**src/rtl/i2c_cmd_queue.sv**
```systemverilog
// Command/response queue in front of a single-transaction I2C master: buffers commands, issues them one at a time, collects read data.
// Optional WAIT watchdog enabled by defining I2C_CMD_QUEUE_TIMEOUT_EN (sticky err_timeout after 1024 cycles without done_c).
module i2c_cmd_queue #(
  parameter int DEPTH         = 4,
  parameter int DATA_WIDTH    = 7,
  parameter int ADDRESS_WIDTH = 6
) (
  input  logic                   clk,
  input  logic                   reset,
  input  logic                   cmd_valid,
  output logic                   cmd_ready,
  input  logic                   cmd_rw_bar,
  input  logic [ADDRESS_WIDTH:0] cmd_addr,
  input  logic [DATA_WIDTH:0]    cmd_wdata,
  output logic                   new_data,
  output logic                   rw_bar,
  output logic [ADDRESS_WIDTH:0] Addr,
  output logic [DATA_WIDTH:0]    Wdata,
  input  logic [DATA_WIDTH:0]    Rdata,
  input  logic                   done_c,
  output logic                   rsp_valid,
  input  logic                   rsp_ready,
  output logic [ADDRESS_WIDTH:0] rsp_addr,
  output logic [DATA_WIDTH:0]    rsp_rdata,
  output logic                   busy,
  output logic                   err_timeout
);

  localparam int IDX_W = $clog2(DEPTH);
  localparam int PTR_W = IDX_W + 1;
  localparam int AW    = ADDRESS_WIDTH + 1;
  localparam int DW    = DATA_WIDTH + 1;
  localparam int CMD_W = 1 + AW + DW;
  localparam int RSP_W = AW + DW;

  typedef enum logic [1:0] {S_IDLE, S_ISSUE, S_WAIT} state_t;

  state_t            r_state, w_next;
  logic [CMD_W-1:0]  r_cmd_mem [DEPTH];
  logic [RSP_W-1:0]  r_rsp_mem [DEPTH];
  logic [PTR_W-1:0]  r_cmd_wr, r_cmd_rd, r_rsp_wr, r_rsp_rd;
  logic              r_new_data, r_rw_bar;
  logic [AW-1:0]     r_addr;
  logic [DW-1:0]     r_wdata;
  logic              w_cmd_full, w_cmd_empty, w_rsp_full, w_rsp_empty;
  logic              w_cmd_push, w_cmd_pop, w_rsp_push, w_rsp_pop;
  logic              w_timeout;
  logic [CMD_W-1:0]  w_cmd_head;
  logic [RSP_W-1:0]  w_rsp_head;

  assign w_cmd_full  = (r_cmd_wr[IDX_W] != r_cmd_rd[IDX_W]) &&
                       (r_cmd_wr[IDX_W-1:0] == r_cmd_rd[IDX_W-1:0]);
  assign w_cmd_empty = (r_cmd_wr == r_cmd_rd);
  assign w_rsp_full  = (r_rsp_wr[IDX_W] != r_rsp_rd[IDX_W]) &&
                       (r_rsp_wr[IDX_W-1:0] == r_rsp_rd[IDX_W-1:0]);
  assign w_rsp_empty = (r_rsp_wr == r_rsp_rd);

  // Fullness is taken from registered pointers, so a pop at ISSUE cannot admit a push on the same edge.
  assign w_cmd_push = cmd_valid && !w_cmd_full;
  assign w_cmd_pop  = (r_state == S_ISSUE);
  assign w_rsp_push = (r_state == S_WAIT) && done_c && r_rw_bar;
  assign w_rsp_pop  = !w_rsp_empty && rsp_ready;

  assign w_cmd_head = r_cmd_mem[r_cmd_rd[IDX_W-1:0]];
  assign w_rsp_head = r_rsp_mem[r_rsp_rd[IDX_W-1:0]];

  // NOTE: storage arrays carry no reset; the pointers alone say which entries are valid.
  always_ff @(posedge clk) begin
    if (w_cmd_push) r_cmd_mem[r_cmd_wr[IDX_W-1:0]] <= {cmd_rw_bar, cmd_addr, cmd_wdata};
    if (w_rsp_push) r_rsp_mem[r_rsp_wr[IDX_W-1:0]] <= {r_addr, Rdata};
  end

  // NOTE: sequential state uses <= so every flop samples pre-edge values regardless of block order.
  always_ff @(posedge clk or negedge reset) begin
    if (!reset) begin
      r_cmd_wr <= '0;
      r_cmd_rd <= '0;
      r_rsp_wr <= '0;
      r_rsp_rd <= '0;
    end else begin
      if (w_cmd_push) r_cmd_wr <= r_cmd_wr + PTR_W'(1);
      if (w_cmd_pop)  r_cmd_rd <= r_cmd_rd + PTR_W'(1);
      if (w_rsp_push) r_rsp_wr <= r_rsp_wr + PTR_W'(1);
      if (w_rsp_pop)  r_rsp_rd <= r_rsp_rd + PTR_W'(1);
    end
  end

  // NOTE: every always_comb target gets a default first so no path can infer a latch.
  always_comb begin
    w_next = r_state;
    case (r_state)
      S_IDLE:  if (!w_cmd_empty && !w_rsp_full) w_next = S_ISSUE;
      S_ISSUE: w_next = S_WAIT;
      S_WAIT:  if (done_c || w_timeout) w_next = S_IDLE;
      default: w_next = S_IDLE;
    endcase
  end

  // The head is registered on the ISSUE edge together with the start strobe, so the
  // master sees new_data and a stable Addr/Wdata/rw_bar in the same cycle.
  always_ff @(posedge clk or negedge reset) begin
    if (!reset) begin
      r_state    <= S_IDLE;
      r_new_data <= 1'b0;
      r_rw_bar   <= 1'b0;
      r_addr     <= '0;
      r_wdata    <= '0;
    end else begin
      r_state    <= w_next;
      r_new_data <= (r_state == S_ISSUE);
      if (r_state == S_ISSUE) {r_rw_bar, r_addr, r_wdata} <= w_cmd_head;
    end
  end

`ifdef I2C_CMD_QUEUE_TIMEOUT_EN
  logic [9:0] r_wait_cnt;
  logic       r_err_timeout;

  // Counter value 1023 in a WAIT cycle means this is the 1024th cycle without done_c.
  assign w_timeout = (r_state == S_WAIT) && !done_c && (r_wait_cnt == 10'h3FF);

  always_ff @(posedge clk or negedge reset) begin
    if (!reset) begin
      r_wait_cnt    <= '0;
      r_err_timeout <= 1'b0;
    end else begin
      r_wait_cnt <= (r_state == S_WAIT) ? r_wait_cnt + 10'd1 : 10'd0;
      if (w_timeout) r_err_timeout <= 1'b1;
    end
  end

  assign err_timeout = r_err_timeout;
`else
  assign w_timeout   = 1'b0;
  assign err_timeout = 1'b0;
`endif

  assign cmd_ready = !w_cmd_full;
  assign new_data  = r_new_data;
  assign rw_bar    = r_rw_bar;
  assign Addr      = r_addr;
  assign Wdata     = r_wdata;
  assign rsp_valid = !w_rsp_empty;
  assign rsp_addr  = w_rsp_head[RSP_W-1:DW];
  assign rsp_rdata = w_rsp_head[DW-1:0];
  assign busy      = (r_state != S_IDLE);

endmodule

```
**config.mk**
```make
export PLATFORM = sky130hd
export DESIGN_NAME = i2c_cmd_queue
export DESIGN_NICKNAME = d
export VERILOG_FILES = /design/src/rtl/i2c_cmd_queue.sv
export SDC_FILE = /design/constraint.sdc
export NUM_CORES = 1
export LEC_CHECK = 0
export BUFFER_PORTS_ARGS = -buffer_cell sky130_fd_sc_hd__buf_2
export CAP_MARGIN = 20
export CORE_MARGIN = 2
export CORE_UTILIZATION = 40
export CTS_BUF_LIST = sky130_fd_sc_hd__clkbuf_4 sky130_fd_sc_hd__clkbuf_8
export CTS_CLUSTER_DIAMETER = 80
export DETAILED_ROUTE_END_ITERATION = 16
export SLEW_MARGIN = 25
export SYNTH_ARGS = -nofsm -noshare
export SYNTH_HDL_FRONTEND = slang
export SYNTH_SLANG_ARGS = --single-unit
```
**constraint.sdc**
```tcl
create_clock -name clk -period 2.5 [get_ports clk]
set_input_delay 0.375 -clock clk [delete_from_list [all_inputs] [get_ports clk]]
set_output_delay 0.375 -clock clk [all_outputs]
set_load 0.05 [all_outputs]
```
Yosys cells after proc, flatten, opt, wreduce, memory -nomap -nowiden
Memories as Yosys holds them, arrays and structs flattened. A register that Yosys moved wholly into a read port is not among the register bits.
Index checks and enable logic that the tools add are counted.
{"block": "classes", "n_eq_ne": 10, "n_addsub": 4, "n_mux": 7, "reduce_logical": 15}
{"op": "3-bit by 1-bit adder with 3-bit output (second input constant)", "n": 4}
{"op": "1-bit logical AND", "n": 7}
{"op": "3-bit == test", "n": 2}
{"op": "2-bit case mux with 3 select lines", "n": 1}
{"op": "1-bit zero test", "n": 5}
{"op": "2-bit == test", "n": 2}
{"op": "1-bit two-way mux", "n": 4}
{"op": "2-bit two-way mux", "n": 2}
{"op": "2-bit inequality test (second input constant)", "n": 2}
{"op": "2-bit by 1-bit == test with 1-bit output (second input constant)", "n": 1}
{"op": "2-bit == test (second input constant)", "n": 1}
{"op": "2-bit zero test", "n": 1}
{"op": "1-bit inequality test", "n": 2}
{"op": "2-bit AND reduction", "n": 1}
{"op": "2-bit nonzero test", "n": 1}
{"block": "totals", "register_bits": 15, "word_cells": 44, "ramBits": 124, "mem_count": 2, "out_inout_bits": 36, "in_bits": 29}
{"memory": "r_cmd_mem", "depth": 4, "word_bits": 16, "rd": 1, "rd_clocked_by_memory_dff": 1, "wr": 1, "line_no": "39", "source": "logic [CMD_W-1:0] r_cmd_mem [DEPTH];"}
{"memory": "r_rsp_mem", "depth": 4, "word_bits": 15, "rd": 1, "rd_clocked_by_memory_dff": 0, "wr": 1, "line_no": "40", "source": "logic [RSP_W-1:0] r_rsp_mem [DEPTH];"}

Longest topological paths before layout
{"block": "depth", "ltp_word": 6, "ltp_mapped": 5, "depth_no_buf": 4}

Least setup slack after synthesis
Ideal clock, no wire load.
{"block": "synth_timing", "kind": "reg-to-reg", "start": "register r_cmd_rd[1]", "end": "memory r_cmd_mem[1][0] in the netlist's numbering (enable)", "slack_ns": 0.292, "arrival_time_ns": 1.834, "setup_ns": 0.374, "required_ns": 2.126, "synth_period_minus_slack_ns": 2.208, "path_stages_with_launch": 5, "path_buffers": 1, "path_cell_list": "dfrtp_1 buf_2 xor2_1 or3_1 and3_1"}
{"block": "synth_via", "elab_chain_cells": 6}
{"item": "start, declared", "line_no": "41", "source": "logic [PTR_W-1:0] r_cmd_wr, r_cmd_rd, r_rsp_wr, r_rsp_rd;"}
{"item": "start signal, assigned", "line_no": "82", "source": "if (w_cmd_pop) r_cmd_rd <= r_cmd_rd + PTR_W'(1);"}
{"item": "2-bit == test", "line_no": "52", "source": "(r_cmd_wr[IDX_W-1:0] == r_cmd_rd[IDX_W-1:0]);"}
{"item": "1-bit logical AND", "line_no": "51", "source": "assign w_cmd_full = (r_cmd_wr[IDX_W] != r_cmd_rd[IDX_W]) &&"}
{"item": "1-bit zero test"}
{"item": "named net cmd_ready", "line_no": "11", "source": "output logic cmd_ready,"}
{"item": "1-bit logical AND", "line_no": "59", "source": "assign w_cmd_push = cmd_valid && !w_cmd_full;"}
{"item": "1-bit two-way mux", "line_no": "69", "source": "if (w_cmd_push) r_cmd_mem[r_cmd_wr[IDX_W-1:0]] <= {cmd_rw_bar, cmd_addr, cmd_wdata};"}
{"item": "1-bit two-way mux (implied by the code)", "line_no": "69"}
{"item": "end, declared", "line_no": "39"}
The timed path passes the listed nets, and every way through them passes these cells.

Final worst setup path
{"block": "layout_timing", "start": "register r_rsp_rd[0]", "end": "output port rsp_addr[1]"}
{"block": "layout_via", "elab_chain_cells": 1}
{"item": "start, declared", "line_no": "41"}
{"item": "start signal, assigned", "line_no": "84", "source": "if (w_rsp_pop) r_rsp_rd <= r_rsp_rd + PTR_W'(1);"}
{"item": "memory 4 x 15 bit"}
{"item": "end, declared", "line_no": "23", "source": "output logic [ADDRESS_WIDTH:0] rsp_addr,"}
No other way between the ends.

==> run summary <==
DP HPWL: 6471 µm
deepest clock path buffer count: 2
warnings from Yosys: 0
drt initial violations: 224
FP Rows: 44
die width: 126.5 µm
worst setup path class: reg -> out
Final min period: 2.295 ns
Post-synth EDFFs: 124
CP max stage cell: mux4_2
# setup viols final: 0
routability cong.: 0.7425
dpl cells: 520
1st-pass router iterations: 4
Routed Wire Length: 10300 µm
Synth Instances: 274
via count: 2746
wire length per cell: 18.60 µm
maximum vdd drop: 927.7 µV
crit-path cells: buf_6 -> mux4_2 -> buf_2
reg2reg start: r_cmd_wr[0]
normalized max-slew margin: 0.4120
Pwr Total: 0.009438 W
Pleak: 2.595 nW
crit end category: output pin
GR Overflow Total: 0
Max Freq: 435.7 MHz
worst-margin pin slew: 0.8821 ns
synth-to-layout area growth: 17.11%
Max Slew Vio Count: 0
crit-path max FO: 15
area share of the largest cell type after synthesis: 0.6204
top cell type by total area after synthesis: edfxtp_1
outcome: finished clean
antenna violations before repair: 2
sequential area share after synthesis: 0.7496
Initial Utilization: 0.4114
Pwr Density: 1343 nW/µm²
post-layout utilization of the core: 0.4818
clock slew seen by the registers of the worst setup and hold paths: 0.08 ns
Area contributors post-synth: edfxtp_1 62%, dfrtp_1 13%, mux4_2 9.0%
#FFs+latches synth: 155
core box area: 14590 µm²
Post-CTS Hold Fix Bufs: 0
vias in the first global route: 2972
largest net degree at the start of global routing: 32
postcts setup bufs: 0
vias per std cell: 4.957
period utilisation layout: 0.9181
Required @ worst endpoint: 2.12 ns
share of layout cells above drive strength 1: 0.4130
CTS Root Cell: clkbuf_8
clock skew: 0.01316 ns
Nets: 394
fraction of registers with async set/reset: 0.2000
Clock Latency Late Sink: 0.44 ns
H-tree depth: 4
unrepaired setup endpoints after global routing: false
crit path launch: r_rsp_rd[0]
die area: 16000 µm²
Non-Filler Instances: 554
gr usage total: 0.1385
antenna viol nets, final: 0
ys flop type: edfxtp_1
Die H: 126.5 µm
fillers: 1207
DRC violations left: 0
worst hold-check path type: in -> async
Avg Synthesized Cell Area: 21.91 µm²
first-pass GRT wire length: 16230 µm
TritonCTS clock tree: yes
slowest stage delay, CP: 0.56 ns
Fin. Hold Viols: 0
# port buffers: 63
Setup crit start kind: flip-flop
CTS buffer count: 17
syn_nets: 313
r2r setup slk: 0.39 ns
Max Cap Viol: 0
clock sink total: 155
synthesized cell area: 6002 µm²
setup TNS: 0 ns
crit path DAT: 1.92 ns
post-synth cell types: 32
I/O pins: 65
## where the power goes
group / internal [W] / switching (W)
Sequential: 0.00345 / 0.000318
Combinational: 0.00128 / 0.00220
Clock: 0.00130 / 0.000884
## worst paths after layout
path,cells after the start,to
max,3,rsp_addr[1]
min,1,r_cmd_wr[1]
max reg2reg,3,r_cmd_mem[0][4]
min reg2reg,1,r_cmd_rd[2]
max in group asynchronous,1,Addr[1]
min in group clk,1,r_rsp_mem[2][7]
## cell usage in the layout (no fill, tap or decap), drive strengths merged, types with 2 or more instances in the layout
cell,netlist,layout
ha,10,10
clkbuf,2,19
nor2,2,2
and2,4,4
clkinv,0,5
buf,10,74
mux2,19,19
inv,6,6
xor2,7,7
clkinvlp,0,2
or2,2,2
o21ai,2,2
diode,0,2
xnor2,6,6
nand2,2,2
bufinv,0,6
mux4,31,31
edfxtp,124,124
or3,2,2
and3,3,3
o311ai,3,3
o31ai,2,2
dfrtp,31,31
## critical path: cells and delay by family (launching register included)
family | cells | cell delay [ns]
buf+inv | 2 | 0.50
flops | 1 | 0.42
mux | 1 | 0.56
## registers in the layout, indices dropped and copies added (netlist names)
name,flops
new_data,1
r_rsp_mem,60
r_rsp_rd,3
r_cmd_rd,3
r_cmd_mem,64
r_rsp_wr,3
Wdata,8
r_state,2
r_cmd_wr,3
Addr,7
rw_bar,1
## synthesized netlist by cell type, types with 2 or more instances
cell type and count:
and2_1 4, and3_1 3, buf_2 6, buf_4 2
clkbuf_1 2, dfrtp_1 31, edfxtp_1 124, ha_1 10
inv_1 6, mux2_2 10, mux2_4 9, mux4_1 7
mux4_2 24, nand2_1 2, nor2_1 2, o21ai_0 2
o311ai_0 2, or2_2 2, or3_1 2, xnor2_1 6
xor2_1 7
## final cells by class
cell class,count,area [µm²],share of cell area
Sequential cell,155,4499,0.6401
Multi-Input combinational cell,101,1399,0.1990
Timing Repair Buffer,74,401.6,0.05714
Clock buffer,19,249.0,0.03542
Tap cell,184,230.2,0.03275
Clock inverter,13,222.7,0.03168
Inverter,6,22.52,0.003204
Antenna cell,2,5.005,0.0007120
## what timing repair did
item / CTS / global route
gates resized for setup: 0 / 1
endpoints found under the hold margin: 0 / 0
endpoints found under the setup margin: 0 / 1
## per-layer routing
| layer | up-vias | global-route usage | part of all wire |
|---|---|---|---|
| li1 | 1260 | - | - |
| met1 | 1414 | 0.1605 | 0.42 |
| met2 | 60 | 0.2353 | 0.51 |
| met3 | 12 | 0.05609 | 0.051 |
| met4 | 0 | 0.04525 | 0.016 |
| met5 | - | 0 | 0 |
## kinds of logic (layout without fill, tap and decap cells)
group	after synthesis	in the layout	share of synthesized area
flip-flops	155	155	0.7496
multiplexers	50	50	0.1620
AND/OR/NAND/NOR	18	18	0.01793
buffers and inverters	18	112	0.01772
XOR/XNOR	13	13	0.01897
adder cells (fa/ha/maj)	10	10	0.02085
AO/OA/AOI/OAI	9	9	0.01230
other	1	3	0.0006248
## metrics by stage
stage / hold WS (ns) / area [µm²] / setup slack, ns
finish: 0.004740 / 7029 / 0.2047
detailed placement: 0.4790 / 6549 / 0.4047
CTS: 0.01586 / 7020 / 0.07294
floorplan: 0.07941 / 6002 / 0.2922
global route: 0.03267 / 7027 / 0.08137
global placement: 0.4773 / 6549 / 0.4512
(Power assumes the default switching activity.)
